File: src/rtl/cnt_down_pkg.sv
// Shared definitions for the countdown timer: FSM state encodings, default sizing,
// and the prescaler width helper.
package cnt_down_pkg;

    typedef enum logic [1:0] {
        CNT_IDLE  = 2'd0,
        CNT_RUN   = 2'd1,
        CNT_PAUSE = 2'd2,
        CNT_DONE  = 2'd3
    } cnt_state_t;

    // Default prescale period, shared with the companion up counter.
    localparam int CNT_DIV_DEFAULT   = 5;
    localparam int CNT_WIDTH_DEFAULT = 4;

    // Prescaler counter width: $clog2(div), never narrower than one bit.
    function automatic int presc_width(input int div);
        return (div < 2) ? 1 : $clog2(div);
    endfunction

endpackage

File: src/rtl/cnt_prescale.sv
// Clock-enable prescaler: counts 0..DIV-1 while en is high and pulses tick on DIV-1.
// clr has priority over en; with both low the count is held.
module cnt_prescale
    import cnt_down_pkg::*;
#(
    parameter int DIV = CNT_DIV_DEFAULT
) (
    input  logic clk,
    input  logic rst,
    input  logic en,
    input  logic clr,
    output logic tick
);

    localparam int            PW   = presc_width(DIV);
    localparam logic [PW-1:0] LAST = PW'(DIV - 1);
    localparam logic [PW-1:0] ONE  = PW'(1);

    logic [PW-1:0] r_cnt;
    logic          w_at_last;

    assign w_at_last = (r_cnt == LAST);
    assign tick      = en & w_at_last;

    always_ff @(posedge clk or negedge rst) begin
        if (!rst) begin
            r_cnt <= '0;
        end else if (clr) begin
            r_cnt <= '0;
        end else if (en) begin
            r_cnt <= w_at_last ? '0 : r_cnt + ONE;
        end
    end

endmodule

File: src/rtl/cnt_down.sv
// Programmable countdown timer with pause/restart/stop and a one-cycle done pulse.
// Build with CNT_DOWN_RELOAD_EN defined for periodic (auto-reload) operation.
module cnt_down
    import cnt_down_pkg::*;
#(
    parameter int WIDTH = CNT_WIDTH_DEFAULT,
    parameter int DIV   = CNT_DIV_DEFAULT
) (
    input  logic             clk,
    input  logic             rst,
    input  logic             start,
    input  logic             pause,
    input  logic             stop,
    input  logic [WIDTH-1:0] load_val,
    output logic [WIDTH-1:0] out1,
    output logic             busy,
    output logic             done
);

    localparam logic [WIDTH-1:0] ONE = WIDTH'(1);

    cnt_state_t       r_state;
    cnt_state_t       w_state_nxt;
    logic [WIDTH-1:0] r_out1;
    logic [WIDTH-1:0] w_out1_nxt;
    logic             r_busy;
    logic             w_busy_nxt;
    logic             r_done;
    logic             w_done_nxt;
    logic             w_active;
    logic             w_presc_en;
    logic             w_presc_clr;
    logic             w_tick;

    // PAUSE is included so the prescaler advances on the resume edge itself.
    assign w_active    = (r_state == CNT_RUN) || (r_state == CNT_PAUSE);
    assign w_presc_en  = w_active & ~stop & ~start & ~pause;
    assign w_presc_clr = stop | start | ~w_active;

    cnt_prescale #(
        .DIV (DIV)
    ) u_prescale (
        .clk  (clk),
        .rst  (rst),
        .en   (w_presc_en),
        .clr  (w_presc_clr),
        .tick (w_tick)
    );

`ifdef CNT_DOWN_RELOAD_EN
    logic [WIDTH-1:0] r_reload;

    always_ff @(posedge clk or negedge rst) begin
        if (!rst) begin
            r_reload <= '0;
        end else if (start && !stop) begin
            r_reload <= load_val;
        end
    end
`endif

    always_comb begin
        w_state_nxt = r_state;
        w_out1_nxt  = r_out1;
        w_done_nxt  = 1'b0;

        if (stop) begin
            w_state_nxt = CNT_IDLE;
            w_out1_nxt  = '0;
        end else if (start) begin
            w_out1_nxt = load_val;
            if (load_val == '0) begin
                w_state_nxt = CNT_DONE;
                w_done_nxt  = 1'b1;
            end else begin
                w_state_nxt = CNT_RUN;
            end
        end else begin
            case (r_state)
                CNT_RUN, CNT_PAUSE: begin
                    if (pause) begin
                        w_state_nxt = CNT_PAUSE;
                    end else begin
                        w_state_nxt = CNT_RUN;
                        if (w_tick) begin
                            if (r_out1 == ONE) begin
                                w_done_nxt = 1'b1;
`ifdef CNT_DOWN_RELOAD_EN
                                w_out1_nxt  = r_reload;
`else
                                w_out1_nxt  = '0;
                                w_state_nxt = CNT_DONE;
`endif
                            end else begin
                                w_out1_nxt = r_out1 - ONE;
                            end
                        end
                    end
                end
                default: begin
                    w_state_nxt = r_state;
                end
            endcase
        end

        w_busy_nxt = (w_state_nxt == CNT_RUN) || (w_state_nxt == CNT_PAUSE);
    end

    always_ff @(posedge clk or negedge rst) begin
        if (!rst) begin
            r_state <= CNT_IDLE;
            r_out1  <= '0;
            r_busy  <= 1'b0;
            r_done  <= 1'b0;
        end else begin
            r_state <= w_state_nxt;
            r_out1  <= w_out1_nxt;
            r_busy  <= w_busy_nxt;
            r_done  <= w_done_nxt;
        end
    end

    assign out1 = r_out1;
    assign busy = r_busy;
    assign done = r_done;

endmodule
File: config.mk
export PLATFORM = sky130hd
export DESIGN_NAME = cnt_down
export DESIGN_NICKNAME = d
export VERILOG_FILES = /design/src/rtl/cnt_down_pkg.sv /design/src/rtl/cnt_prescale.sv /design/src/rtl/cnt_down.sv
export SDC_FILE = /design/constraint.sdc
export NUM_CORES = 1
export LEC_CHECK = 0
export ABC_AREA = 1
export ABC_CLOCK_PERIOD_IN_PS = 1200
export CAP_MARGIN = 20
export CORE_MARGIN = 2
export CORE_UTILIZATION = 43
export DETAILED_ROUTE_END_ITERATION = 12
export MAX_ROUTING_LAYER = met4
export PLACE_DENSITY = 0.72
export SLEW_MARGIN = 20
export SYNTH_ARGS = -nofsm -noshare
export SYNTH_HDL_FRONTEND = slang
export SYNTH_SLANG_ARGS = --single-unit
File: constraint.sdc
create_clock -name clk -period 1.2 [get_ports clk]
set_input_delay 0.24 -clock clk [delete_from_list [all_inputs] [get_ports clk]]
set_output_delay 0.24 -clock clk [all_outputs]
set_load 0.02 [all_outputs]
==> results of run 1 <==
## logic make-up after synthesis
family          count (synthesis)  share of synthesized area
simple gates                   42                     0.2947
buf+inv                        18                    0.09946
compound gates                 14                     0.1142
flops                          11                     0.4052
fa+ha+maj                       4                    0.07367
xor+xnor                        1                    0.01289
## cell type report
type,instances,area (um2),share of cell area
sequential,11,277.8,0.2540
timing repair buffer,38,314.1,0.2872
clock buffer,4,26.28,0.02403
tap,16,20.02,0.01831
inverter,18,70.07,0.06407
multi-input combinational,61,385.4,0.3524
## per-layer routing
layer	global-route usage	up-vias	part of all wire	routed length (um)
li1	-	375	-	-
met1	0.2703	337	0.45	775
met2	0.3029	26	0.47	819
met3	0.05833	6	0.062	107
met4	0.09091	0	0.021	36
met5	-	-	0	0
## worst paths after layout
kind | endpoint | depth (start not counted)
max | out1[2]$_DFFE_PN0P_ | 10
min | out1[3]$_DFFE_PN0P_ | 2
max reg2reg | out1[2]$_DFFE_PN0P_ | 10
min reg2reg | out1[2]$_DFFE_PN0P_ | 2
max in group asynchronous | out1[0]$_DFFE_PN0P_ | 2
min in group clk | out1[2]$_DFFE_PN0P_ | 2
## worst reg2reg max path, cell delays in order (launching register included)
cell and delay [ps]:
dfrtp_1 390, inv_2 90, ha_4 150, nand2_2 60
nor2_2 100, nand3_2 110, nand2_2 100, nand2_2 70
inv_2 60, nand2_1 50, o21ai_1 70
## power groups by stage
| stage | Sequential [uW] | Combinational [uW] | Clock (uW) |
|---|---|---|---|
| after floorplan | 449 | 128 | 0 |
| after global placement | 420 | 312 | 0 |
| after detailed placement | 423 | 315 | 0 |
| after CTS | 415 | 313 | 260 |
| after global routing | 419 | 355 | 284 |
| final | 415 | 326 | 260 |
## what timing repair did
action / 4_1_cts / 5_1_grt
pin swaps: 5 / 1
hold buffers: 0 / 0
gates resized for setup: 16 / 12
buffers inserted: 3 / 5
endpoints found under the setup margin: 12 / 13
## metrics by stage
stage          setup TNS (ps)  total power, uW  utilization  instance area, um2
2_1_floorplan          -34.54            577.4            -               716.9
3_3_place_gp            -1823            731.9       0.6697               997.2
3_5_place_dp            -2097            737.3       0.6697               997.2
4_1_cts                -368.6            988.4       0.7042                1049
5_1_grt                 -1134             1058       0.7345                1094
6_report               -505.2             1001       0.7345                1094
## state kept, by name, indices dropped and copies added (netlist names)
register	count
out1	4
r_state	2
done	1
busy	1
u_prescale.r_cnt	3
## cells in the final DEF, fill, tap and decap left out, drive strengths merged
| master | netlist | routed |
|---|---|---|
| inv | 18 | 18 |
| clkdlybuf4s15 | 0 | 2 |
| ha | 4 | 4 |
| nor2 | 9 | 9 |
| o22ai | 6 | 6 |
| clkbuf | 0 | 6 |
| a21oi | 4 | 4 |
| nand2 | 24 | 24 |
| xnor2 | 1 | 1 |
| nor3 | 1 | 1 |
| nand3 | 7 | 7 |
| o21ai | 4 | 4 |
| buf | 0 | 26 |
| dfrtp | 11 | 11 |
| clkdlybuf4s50 | 0 | 8 |
| nand4 | 1 | 1 |
==> flow_metrics.py, run 1 <==
metrics = {
    "run_status": {
        "outcome": "finished, violations left",
        "violations": "negative setup slack",
    },
    "yosys": {
        "synthCells": 90,
        "seq_area_frac_synth": 0.4052,
        "yosys-top-cells-count": "nand2_1, inv_1, dfrtp_1, nor2_1",
        "synth_seq_cells": 11,
        "synth_ff_type": "dfrtp_1",
        "synth.top_cell.area_share": 0.4052,
        "yosysWarnings": 0,
        "synth_fp_nets": 103,
        "syn_avg_cell_area_um2": 7.549,
        "synth_edf_count": 0,
        "yosysTopAreaCell": "dfrtp_1",
        "post_synth_num_cell_types": 17,
        "synthTopCellsByArea": "dfrtp_1, nand2_1, ha_1",
        "synth.most_common_cell": "nand2_1",
        "synthArstFlopShare": 1.000,
        "netlist_area_um2": 679.4,
    },
    "floorplan": {
        "die_area_um2": 1914,
        "core-area_um2": 1489,
        "die_y_um": 43.75,
        "die_x_um": 43.75,
        "start_util": 0.4563,
        "std_cell_rows": 14,
        "io-pin-count": 15,
    },
    "timing": {
        "hold_violations": 0,
        "layout_setup_ws_ps": -115.3,
        "period_share": 1.096,
        "max_freq_mhz": 760.3,
        "drv_slew": 0,
        "rsz0062_at_grt": "true",
        "period_minus_slack_ps": 1315,
        "setup_viol": 6,
        "holdWs_ps": 259.1,
        "slew-limit-headroom": 0.8654,
        "skew_ps": 4.549,
        "worstMarginPinSlew_ps": 200.4,
    },
    "layout": {
        "nFillCells": 121,
        "drive_above_1_share": 0.4394,
        "n_antenna_cell": 0,
        "nets": 146,
        "area_delta_synth_final_pct": 60.96,
        "final_cells": 148,
    },
    "route": {
        "final_antenna_net_count": 0,
        "vias_per_cell": 5.027,
        "wirelength_mm": 1.738,
        "drc": 0,
        "dr.pass1.iters": 4,
        "wl_per_cell_um": 11.74,
        "routed-via-count": 744,
        "drt_iter0_markers": 18,
    },
    "place": {
        "dpl.hpwl_mm": 1.288,
        "numPortBuffers": 14,
        "dpl.cell_count": 136,
        "dp_slack_ps": -284.8,
        "place_congestion": 0.8907,
    },
    "worst_setup_path": {
        "critPathLaunchType": "flip-flop",
        "crit_required_ps": 1400,
        "crit_type": "flip-flop to flip-flop",
        "crit_arrival_ps": 1520,
        "cp_num_buf_inv": 2,
        "worstSetupStartpoint": "u_prescale.r_cnt[0]$_DFFE_PN0P_",
        "r2r_slack_ps": -120,
        "crit_fanout": 3,
        "cp_top_family": "simple AND/OR/NAND/NOR gates",
        "crit_top_cell": "nand2_2",
        "end_kind": "flip-flop",
        "r2r-start": "u_prescale.r_cnt[0]$_DFFE_PN0P_",
        "worstPathCellList": "inv_2, ha_4, nand2_2, nor2_2, nand3_2, nand2_2, nand2_2, inv_2, nand2_1, o21ai_1",
        "slowest_delay_ps": 390,
        "cp_slowest_cell": "dfrtp_1",
    },
    "clocking": {
        "cts_tree": "built",
        "clk_path_buf_depth": 2,
        "clkSinkCount": 11,
        "htree_levels": 1,
        "cts_made_buffers": 3,
        "cts-root-buf": "clkbuf_4",
        "clk_pin_slew_ps": 70,
        "worstSkewPairLatency_ps": 270,
    },
    "power_and_ir_drop": {
        "p_leak_uw": 0.0005445,
        "clkPwrFrac": 0.259,
        "p_comb_frac": 0.326,
        "powerDensity_nw_per_um2": 915.1,
        "seq_power_share": 0.415,
        "p_switching_uw": 318.7,
        "internal_power_uw": 682.0,
        "netSwitchingFraction": 0.3185,
        "ir_drop_mv": 0.8194,
    },
    "global_routing": {
        "grt_antenna_before_repair": 0,
        "grt_pass1_wl_mm": 2.822,
        "grtUsageTotal": 0.2087,
        "grt_pass1_vias": 668,
        "overflow": 0,
        "grt_max_degree": 12,
    },
    "flow_run": {
        "cap_violations": 0,
    },
    "min_path": {
        "worstHoldPathType": "primary input to async pin",
    },
}
Power figures use the tool's default switching activity.
==> inputs of run 2 (changes only) <==
Settings changed: ABC_CLOCK_PERIOD_IN_PS 1200 to 1260, CORE_UTILIZATION 43 to 45.
Clock period 1.2 ns to 1.26 ns, I/O delays scaled along.
==> run 2 against run 1 <==
Net effect: the flow still finishes with violations (negative setup slack); critical path type unchanged; count of clock-buffer cells in the layout is the same; via count shrank 3.8%; critical path depth did not move; first-iteration DRC count down 44%; clock power decreased by 5%; fmax is 2.0% lower.
==> flow_metrics.py, run 2 (synthesized netlist as in run 1, its figures left out) <==
metrics = {
    "route": {
        "wirelength_mm": 1.676,
        "drc": 0,
        "final_antenna_net_count": 0,
        "drt_iter0_markers": 10,
        "dr.pass1.iters": 4,
        "routed-via-count": 716,
        "vias_per_cell": 5.007,
        "wl_per_cell_um": 11.72,
    },
    "power_and_ir_drop": {
        "seq_power_share": 0.421,
        "internal_power_uw": 633.3,
        "powerDensity_nw_per_um2": 865.8,
        "p_total_uw": 941.4,
        "p_comb_frac": 0.315,
        "ir_drop_mv": 0.6404,
        "netSwitchingFraction": 0.3272,
        "p_leak_uw": 0.0005444,
        "p_switching_uw": 308.1,
        "clkPwrFrac": 0.263,
    },
    "timing": {
        "drv_slew": 0,
        "worstMarginPinSlew_ps": 227.1,
        "skew_ps": 1.000,
        "period_minus_slack_ps": 1342,
        "max_freq_mhz": 745.2,
        "period_share": 1.065,
        "layout_setup_ws_ps": -81.85,
        "holdWs_ps": 271.7,
        "rsz0062_at_grt": "true",
        "slew-limit-headroom": 0.8486,
        "setup_viol": 4,
        "hold_violations": 0,
    },
    "global_routing": {
        "grt_pass1_vias": 648,
        "grt_antenna_before_repair": 0,
        "use_met1": 0.2405,
        "grt_max_degree": 12,
        "met2_usage": 0.2939,
        "grt_pass1_wl_mm": 2.594,
        "top_usage_layer": "met2",
        "grtUsageTotal": 0.2027,
        "overflow": 0,
        "grtUsageMet3": 0.04255,
    },
    "run_status": {
        "violations": "negative setup slack",
        "outcome": "finished, violations left",
    },
    "worst_setup_path": {
        "critPathLaunchType": "flip-flop",
        "end_kind": "flip-flop",
        "crit_fanout": 4,
        "slowest_delay_ps": 400,
        "crit_arrival_ps": 1540,
        "worstPathCellList": "inv_2, ha_4, nand2_2, nor2_2, nand3_2, nand2_4, nand2_4, inv_2, nand2_1, o21ai_1",
        "cp_slowest_cell": "dfrtp_1",
        "r2r-start": "u_prescale.r_cnt[0]$_DFFE_PN0P_",
        "crit_required_ps": 1460,
        "worstSetupStartpoint": "u_prescale.r_cnt[0]$_DFFE_PN0P_",
        "crit_type": "flip-flop to flip-flop",
    },
    "place": {
        "place_congestion": 0.8984,
        "dpl.cell_count": 131,
        "dpl.hpwl_mm": 1.139,
        "dp_slack_ps": -201.9,
        "numPortBuffers": 14,
    },
    "layout": {
        "area_delta_synth_final_pct": 60.04,
        "mostFrequentLayoutCells": "nand2_1, buf_4, inv_1, dfrtp_1, inv_2",
        "postLayoutCoreUtil": 0.7478,
        "drive_above_1_share": 0.4173,
        "n_antenna_cell": 0,
        "nets": 141,
        "largest_reg_flops": 4,
        "final_cells": 143,
        "nFillCells": 107,
    },
    "floorplan": {
        "die_area_um2": 1837,
        "std_cell_rows": 14,
        "start_util": 0.4673,
        "die_x_um": 42.86,
        "core-area_um2": 1454,
        "io-pin-count": 15,
        "die_y_um": 42.86,
    },
    "clocking": {
        "htree_levels": 1,
        "cts_tree": "built",
        "hold_buffers": 0,
        "clk_pin_slew_ps": 70,
        "worstSkewPairLatency_ps": 270,
        "cts_made_buffers": 3,
        "clkSinkCount": 11,
        "clk_path_buf_depth": 2,
        "cts-root-buf": "clkbuf_4",
    },
    "min_path": {
        "worstHoldPathType": "primary input to async pin",
    },
    "flow_run": {
        "cap_violations": 0,
    },
}
## run 2: cell types whose count changed in the layout (fill, tap and decap cells not counted), moves of 2 or more
cell | previous run | this run
dlygate4sd2_1 | 0 | 3
nand2_4 | 0 | 2
nand2_2 | 6 | 4
clkdlybuf4s15_1 | 2 | 0
buf_4 | 22 | 18
buf_6 | 3 | 1
## run 2: worst paths after layout
path	endpoint	slack, ps	cells after the start
setup / recovery	out1[2]$_DFFE_PN0P_	-80	10
hold / removal	out1[3]$_DFFE_PN0P_	270	2
setup reg to reg	out1[2]$_DFFE_PN0P_	-80	10
hold reg to reg	out1[0]$_DFFE_PN0P_	650	3
max in group asynchronous	out1[0]$_DFFE_PN0P_	830	2
min in group clk	r_state[0]$_DFF_PN0_	330	2
## run 2: area by class of cell
type / count / area [um2] / area share
flip-flops and latches: 11 / 276.5 / 0.2543
clock buffers: 4 / 26.28 / 0.02417
inverters: 18 / 67.56 / 0.06214
well taps: 16 / 20.02 / 0.01841
repair buffers: 33 / 270.3 / 0.2486
multi-input cells: 61 / 426.7 / 0.3924
## run 2: worst max-delay path, delay by kind of cell, from the launching register on
| family | cells | cell delay (ps) |
|---|---|---|
| and+or+nand+nor | 6 | 500 |
| AOI/OAI and AO/OA | 1 | 80 |
| buffers and inverters | 2 | 140 |
| DFF | 1 | 400 |
| adders and majority gates | 1 | 140 |
## run 2: what timing repair did
action | 4_1_cts | 5_1_grt
setup endpoints to repair | 11 | 8
cloned | 0 | 0
setup buffers | 5 | 3
pin swaps | 4 | 5
gates resized for setup | 13 | 23
## run 2: power groups by stage
stage	combinational (uW)	sequential [uW]	clock [uW]
6_report	297	396	248
5_1_grt	325	399	262
4_1_cts	259	394	248
3_5_place_dp	261	401	0
3_3_place_gp	259	400	0
2_1_floorplan	113	424	0
## run 2: metrics by stage
step	setup TNS (ps)	instance area, um2
floorplan	0	679.4
global placement	-1216	922.1
detailed placement	-1483	922.1
CTS	-101.1	996.0
global route	-508.2	1087
finish	-161.3	1087
## run 2: metal layers
metal / wire, um / vias up / share of wire
met2: 844 / 17 / 0.50
met5: 0 / - / 0
li1: - / 363 / -
met1: 721 / 330 / 0.43
met4: 41 / 0 / 0.024
met3: 68 / 6 / 0.041
